$ cat config.mk
export PLATFORM = sky130hd
export DESIGN_NAME = mem_port_arbiter
export DESIGN_NICKNAME = d
export VERILOG_FILES = /design/src/rtl/mem_port_arbiter.sv
export SDC_FILE = /design/constraint.sdc
export NUM_CORES = 1
export LEC_CHECK = 0
export BUFFER_PORTS_ARGS = -buffer_cell sky130_fd_sc_hd__buf_2
export CAP_MARGIN = 20
export CORE_AREA = 2 2 107 109
export DETAILED_ROUTE_END_ITERATION = 8
export DIE_AREA = 0 0 109 111
export PLACE_DENSITY_LB_ADDON = 0.08
export SLEW_MARGIN = 15
export SYNTH_ARGS = -nofsm -noshare
export SYNTH_HDL_FRONTEND = slang
export SYNTH_SLANG_ARGS = --single-unit
$ cat constraint.sdc
create_clock -name clk -period 8.6 [get_ports clk]
set_input_delay 1.72 -clock clk [delete_from_list [all_inputs] [get_ports clk]]
set_output_delay 1.72 -clock clk [all_outputs]
set_load 0.005 [all_outputs]
$ cat src/rtl/mem_port_arbiter.sv
// Shares one in-order memory port between fetch (id 0) and load/store (id 1).
// Round-robin arbitration with request lock, in-order ID FIFO for response routing, fetch flush.
module mem_port_arbiter #(
  parameter int ADDR_W    = 32,
  parameter int DATA_W    = 32,
  parameter int MAX_OUTST = 4
) (
  input  logic                         clk,
  input  logic                         reset,
  input  logic                         f_req_valid,
  output logic                         f_req_ready,
  input  logic [ADDR_W-1:0]            f_req_addr,
  input  logic                         f_flush,
  output logic                         f_rsp_valid,
  input  logic                         f_rsp_ready,
  output logic [DATA_W-1:0]            f_rsp_data,
  input  logic                         d_req_valid,
  output logic                         d_req_ready,
  input  logic [ADDR_W-1:0]            d_req_addr,
  input  logic                         d_req_we,
  input  logic [DATA_W-1:0]            d_req_wdata,
  output logic                         d_rsp_valid,
  input  logic                         d_rsp_ready,
  output logic [DATA_W-1:0]            d_rsp_data,
  output logic                         m_req_valid,
  input  logic                         m_req_ready,
  output logic [ADDR_W-1:0]            m_req_addr,
  output logic                         m_req_we,
  output logic [DATA_W-1:0]            m_req_wdata,
  input  logic                         m_rsp_valid,
  output logic                         m_rsp_ready,
  input  logic [DATA_W-1:0]            m_rsp_data,
  output logic [$clog2(MAX_OUTST):0]   outst_cnt,
  output logic                         proto_err
);

  localparam int PTR_W = $clog2(MAX_OUTST);
  localparam int CNT_W = PTR_W + 1;

  logic [CNT_W-1:0]     count_q, count_d;
  logic [PTR_W-1:0]     wr_ptr_q, wr_ptr_d;
  logic [PTR_W-1:0]     rd_ptr_q, rd_ptr_d;
  logic [MAX_OUTST-1:0] id_q, id_d;
  logic [MAX_OUTST-1:0] kill_q, kill_d;
  logic                 lock_q, lock_d;
  logic                 lock_id_q, lock_id_d;
  logic                 rr_last_q, rr_last_d;
  logic                 proto_err_q, proto_err_d;

  logic sel, full, empty, push, pop, head_id, head_kill;

  always_comb begin
    full  = (count_q == CNT_W'(MAX_OUTST));
    empty = (count_q == '0);

    if (lock_q)                          sel = lock_id_q;
    else if (f_req_valid && d_req_valid) sel = ~rr_last_q;
    else                                 sel = d_req_valid;

    m_req_valid = !full && (sel ? d_req_valid : f_req_valid);
    m_req_addr  = sel ? d_req_addr : f_req_addr;
    m_req_we    = sel & d_req_we;
    m_req_wdata = sel ? d_req_wdata : '0;
    push        = m_req_valid && m_req_ready;
    f_req_ready = push && !sel;
    d_req_ready = push && sel;

    head_id     = id_q[rd_ptr_q];
    head_kill   = kill_q[rd_ptr_q];
    f_rsp_valid = 1'b0;
    d_rsp_valid = 1'b0;
    m_rsp_ready = 1'b0;
    if (!empty) begin
      if (head_kill) begin
        m_rsp_ready = 1'b1;
      end else if (!head_id) begin
        f_rsp_valid = m_rsp_valid;
        m_rsp_ready = f_rsp_ready;
      end else begin
        d_rsp_valid = m_rsp_valid;
        m_rsp_ready = d_rsp_ready;
      end
    end
    pop        = m_rsp_valid && m_rsp_ready;
    f_rsp_data = m_rsp_data;
    d_rsp_data = m_rsp_data;
    outst_cnt  = count_q;
    proto_err  = proto_err_q;
  end

  always_comb begin
    id_d        = id_q;
    kill_d      = kill_q;
    wr_ptr_d    = wr_ptr_q;
    rd_ptr_d    = rd_ptr_q;
    count_d     = count_q;
    rr_last_d   = rr_last_q;
    lock_d      = lock_q;
    lock_id_d   = lock_id_q;
    proto_err_d = proto_err_q | (m_rsp_valid && empty);

    // Killing stale (unoccupied) fetch slots is harmless: a push rewrites kill
    if (f_flush) kill_d = kill_q | ~id_q;
    if (push) begin
      id_d[wr_ptr_q]   = sel;
      kill_d[wr_ptr_q] = 1'b0;
      wr_ptr_d         = wr_ptr_q + PTR_W'(1);
      rr_last_d        = sel;
    end
    if (pop) rd_ptr_d = rd_ptr_q + PTR_W'(1);
    if (push && !pop)      count_d = count_q + CNT_W'(1);
    else if (pop && !push) count_d = count_q - CNT_W'(1);

    if (m_req_valid && !m_req_ready) begin
      lock_d    = 1'b1;
      lock_id_d = sel;
    end else if (push) begin
      lock_d = 1'b0;
    end
  end

  always_ff @(posedge clk) begin
    if (reset) begin
      count_q     <= '0;
      wr_ptr_q    <= '0;
      rd_ptr_q    <= '0;
      id_q        <= '0;
      kill_q      <= '0;
      lock_q      <= 1'b0;
      lock_id_q   <= 1'b0;
      rr_last_q   <= 1'b1;
      proto_err_q <= 1'b0;
    end else begin
      count_q     <= count_d;
      wr_ptr_q    <= wr_ptr_d;
      rd_ptr_q    <= rd_ptr_d;
      id_q        <= id_d;
      kill_q      <= kill_d;
      lock_q      <= lock_d;
      lock_id_q   <= lock_id_d;
      rr_last_q   <= rr_last_d;
      proto_err_q <= proto_err_d;
    end
  end

endmodule

After elaboration in Yosys (flattened, before gate mapping)

Index checks and enable logic that the tools add are counted.

Register bits after elaboration: 19
Input port bits: 138
Output and inout bits: 139
Logic and storage cells: 70

Add/sub/neg operators: 4
$lt $le $gt $ge: 3
Eq/ne operators: 1
Muxes and demuxes: 27
Bitwise operators: 7
Reduce and logical (&&, ||, !) cells: 19

Operator list:

| kind                                                                                | count |
|---|---|
| 32-bit 2-to-1 mux                                                                   | 2 |
| 1-bit 2-to-1 mux                                                                    | 17 |
| 1-bit logical AND                                                                   | 11 |
| 4-bit 2-to-1 mux                                                                    | 2 |
| 4-bit inverter                                                                      | 2 |
| 2-bit by 3-bit less-than comparator with 1-bit output, second input constant        | 2 |
| 3-bit 2-to-1 mux                                                                    | 2 |
| 1-bit logical NOT                                                                   | 5 |
| 2-bit by 1-bit adder with 2-bit output, second input constant                       | 2 |
| 4-bit AND                                                                           | 1 |
| 1-bit binary-select mux with 2-bit select                                           | 2 |
| 4-bit bitwise mux                                                                   | 1 |
| 4-bit bitwise OR                                                                    | 1 |
| 2-bit nonzero test                                                                  | 2 |
| 3-bit by 1-bit adder with 3-bit output, second input constant                       | 1 |
| 3-bit == test, second input constant                                                | 1 |
| 3-bit logical NOT                                                                   | 1 |
| 3-bit by 1-bit subtractor with 3-bit output, second input constant                  | 1 |
| 1-bit demux with 2-bit select                                                       | 1 |
| 2-bit by 1-bit greater-or-equal comparator with 1-bit output, second input constant | 1 |
| 1-bit AND                                                                           | 1 |
| 1-bit inverter                                                                      | 1 |
| 1-bit bitwise OR                                                                    | 1 |

Longest topological paths before layout

Depth after elaboration: 10
Gate-level depth with buffers: 9

Least setup slack after synthesis

Ideal clock, no wire load.

Path kind: in2out
Start point: input port d_req_valid
End point: output port m_req_addr[30]
Arrival: 2.871 ns
Setup slack: 4.009 ns
Stages: 4
Cells stage by stage: a21boi_0 -> mux2i_1 -> clkbuf_1 -> mux2_2

Longest elaborated chain between the ends: 4

RTL lines:

| element             | line | RTL |
|---|---|---|
| from (decl)         | 17   | `input logic d_req_valid,` |
| 1-bit logical AND   | 57   | `else if (f_req_valid && d_req_valid) sel = ~rr_last_q;` |
| 1-bit 2-to-1 mux *  | 57   |  |
| 1-bit 2-to-1 mux *  | 56   | `if (lock_q) sel = lock_id_q;` |
| 32-bit 2-to-1 mux * | 61   | `m_req_addr = sel ? d_req_addr : f_req_addr;` |
| to (decl)           | 27   | `output logic [ADDR_W-1:0] m_req_addr,` |

Mark *: on every way between the ends. The rest lies on a longest branch, timed or not.

Worst setup path after layout

Start point: input port d_req_valid
End point: output port m_req_addr[22]

Same word-level chain as after synthesis.

==> flow_summary_export.csv <==
group,metric,value,unit
global_route,grt_usage,0.128,
finish,syn_to_final_growth,31.8,%
synthesis,synthXorXnorAreaFrac,0.0126,
clocking,cts_tree,"built",
sta,maxSlewHeadroom,0.475,
power,power_frac_seq,0.267,
synthesis,yosys.area_share.simple,0.169,
clocking,cts.sinks,19,
global_route,grt_max_degree,73,
floorplanning,std_cell_rows,39,
synthesis,synth_nets,387,
detailed_routing,drcViolationCount,0,
clocking,cts_resized,0,
power,power_density,172,nW/um^2
power,p_leak,1.38,nW
sta,finalHoldViolations,0,
global_route,antenna_found_initial,1,
detailed_routing,drtIter0Drc,52,
sta,timing.final.crit_share,0.592,
placement,place_congestion,0.790,
detailed_routing,dr.pass1.iters,3,
synthesis,synth-adder-area-share,0.0395,
finish,drive_gt1_frac,0.631,
power,ir_drop,0.0751,mV
critical_path,worst_r2r_path_depth,9,
sta,finalCriticalPeriod,5.09,ns
flow_run,drv_cap,0,
sta,setup_ws,3.51,ns
power,power_frac_comb,0.521,
power,p_clk_frac,0.212,
critical_path,crit_type,"in -> out",
sta,setup-violations-final,0,
clocking,clock-root-buffer,"clkbuf_16",
clocking,numCtsBuffers,3,
sta,final_max_slew_viol_count,0,
detailed_routing,wl_per_cell,16.0,um
floorplanning,io_pins,277,
global_route,grt-ovfl-total,0,
synthesis,syn_area_per_cell,8.60,um^2
power,p_int,0.296,mW
hold_path,min_delay_path_depth,2,
placement,dp_hpwl,6.76,mm
global_route,grt_pass1_vias,2047,
floorplanning,die_area,12100,um^2
synthesis,synth_seq_cells,19,
detailed_routing,vias_per_cell,4.05,
finish,finish.net_count,500,
clocking,htree_levels,1,
clocking,clock_path_buffers,2,
floorplanning,die_height,111,um
detailed_routing,drtAntennaViolNets,0,
critical_path,reg2reg_slack,5.75,ns
sta,fmax,197,MHz
placement,pre_cts_ws,3.49,ns
clocking,cts_hold_buffers,0,
floorplanning,die_w,109,um
critical_path,cp-end-kind,"output port",
power,switching_power,0.178,mW
detailed_routing,totalWireLength,8.00,mm
synthesis,synth_area,2090,um^2
synthesis,syn_inst,243,
global_route,grt_pass1_wl,11.7,mm
outcome,status,"finished, final reports clean",
sta,tightestPinTransition,0.787,ns
hold_path,min_path_type,"reg -> reg",
sta,finClkSkew,0.00270,ns
critical_path,cp_data_arrival_time,3.37,ns
synthesis,ys_seq_area_frac,0.182,
clocking,post-cts-setup-buffers,0,
synthesis,synth_top_family_by_area,"buffers and inverters",
synthesis,synth_compound_area_frac,0.107,
critical_path,worstPathRequired,6.88,ns
clocking,clk_latency,0.26,ns
critical_path,worst-path-max-fanout,72,
sta,finalSetupTns,0,ns
floorplanning,start_util,0.189,
power,swShare,0.376,
floorplanning,core_area,11100,um^2
critical_path,critPathLaunchType,"input pin",
sta,rsz0062_at_grt,"no",
synthesis,synthMuxAreaShare,0.225,
power,report.power.total,0.474,mW
clocking,path_clk_slew,0.06,ns
detailed_routing,vias,2023,
placement,io_buffers,180,
synthesis,ys_types,36,
synthesis,ys.warnings.count,0,
registers in the layout, indices dropped and copies added, names as in the netlist:
| signal | count |
|---|---|
| rr_last_q | 1 |
| rd_ptr_q | 2 |
| wr_ptr_q | 2 |
| lock_id_q | 1 |
| kill_q | 4 |
| proto_err | 1 |
| lock_q | 1 |
| outst_cnt | 3 |
| id_q | 4 |
metal layers:
| metal | share of wire | track usage | up-vias |
|---|---|---|---|
| met5 | 0.0021 | 0 | - |
| met3 | 0.14 | 0.0758 | 9 |
| met4 | 0.015 | 0.0368 | 2 |
| met1 | 0.40 | 0.146 | 886 |
| met2 | 0.45 | 0.199 | 135 |
| li1 | - | - | 991 |
synthesized netlist by cell type:
cell	instances	area, um^2
xor2_1	2	17.5
xnor2_1	1	8.76
ha_1	5	62.6
or3_1	1	6.26
mux2i_1	5	50.1
mux4_2	2	45.0
nor3_1	3	15.0
fa_1	1	20.0
o21ai_0	4	20.0
o211ai_1	1	7.51
mux2i_2	1	13.8
nand3_1	1	5.00
a2111oi_0	1	8.76
clkbuf_1	6	22.5
or2_2	1	6.26
mux2_2	32	360
a21o_1	1	7.51
nand2_1	1	3.75
nor2b_1	39	244
nor3b_1	2	15.0
nor2_1	12	45.0
a22o_1	1	8.76
a211oi_1	3	22.5
o21ai_1	1	5.00
o31ai_1	1	7.51
dfxtp_1	19	380
and2_1	1	6.26
buf_2	3	15.0
a311o_1	1	10.0
a21oi_1	11	55.1
buf_4	65	488
nor4_1	1	6.26
a2111oi_4	1	27.5
inv_1	8	30.0
a311oi_1	4	35.0
a21boi_0	1	7.51
cells in the final DEF (no fill, tap or decap), types with 2 or more instances in the layout:
master	n
dfxtp_1	19
nor2b_1	39
o21ai_0	4
a311oi_1	4
ha_1	5
buf_2	180
xor2_1	2
nor3_1	3
mux2_2	32
nor3b_1	2
buf_4	2
nor2_1	12
a211oi_1	3
clkbuf_16	3
inv_1	8
mux2i_1	4
mux4_2	2
a21oi_1	11
power by group through the flow:
stage          combinational (mW)  sequential (mW)  clock (mW)
3_5_place_dp                0.251            0.129           0
5_1_grt                     0.276            0.130       0.107
6_report                    0.247            0.126       0.100
4_1_cts                     0.253            0.127       0.104
3_3_place_gp                0.251            0.129           0
2_1_floorplan               0.169            0.123           0
metrics by stage:
stage | utilization | std cells | hold WS, ns | cell area (um^2)
after CTS | 0.248 | 498 | 0.483 | 2750
after detailed placement | 0.241 | 494 | 0.468 | 2670
after global placement | 0.241 | 494 | 0.456 | 2670
after floorplan | - | 243 | 0.460 | 2090
after global routing | 0.248 | 498 | 0.512 | 2750
final | 0.249 | 499 | 0.477 | 2750
logic make-up after synthesis:
logic type      after synthesis
xor+xnor                      3
compound gates               31
simple gates                 62
buf+inv                      82
mux                          40
fa+ha+maj                     6
flops                        19
layout make-up:
cell class | count | area, um^2
antenna | 1 | 2.50
clock buffer | 3 | 75.1
clock inverter | 1 | 5.00
fill | 1284 | 8320
inverter | 8 | 30.0
multi-input combinational | 142 | 1170
sequential | 19 | 380
tap | 143 | 179
timing repair buffer | 182 | 916
critical path, cell delays in order:
cell and delay (ns):
buf_2 0.11, a21boi_0 0.15, mux2i_4 0.15, buf_4 0.61, mux2_2 0.44, buf_2 0.14
final timing paths:
path,end,from
worst max-delay path,m_req_addr[22],d_req_valid
worst min-delay path,proto_err,proto_err
worst max register to register,outst_cnt[2],rd_ptr_q[0]
worst min register to register,proto_err,proto_err
(Power assumes the default switching activity.)
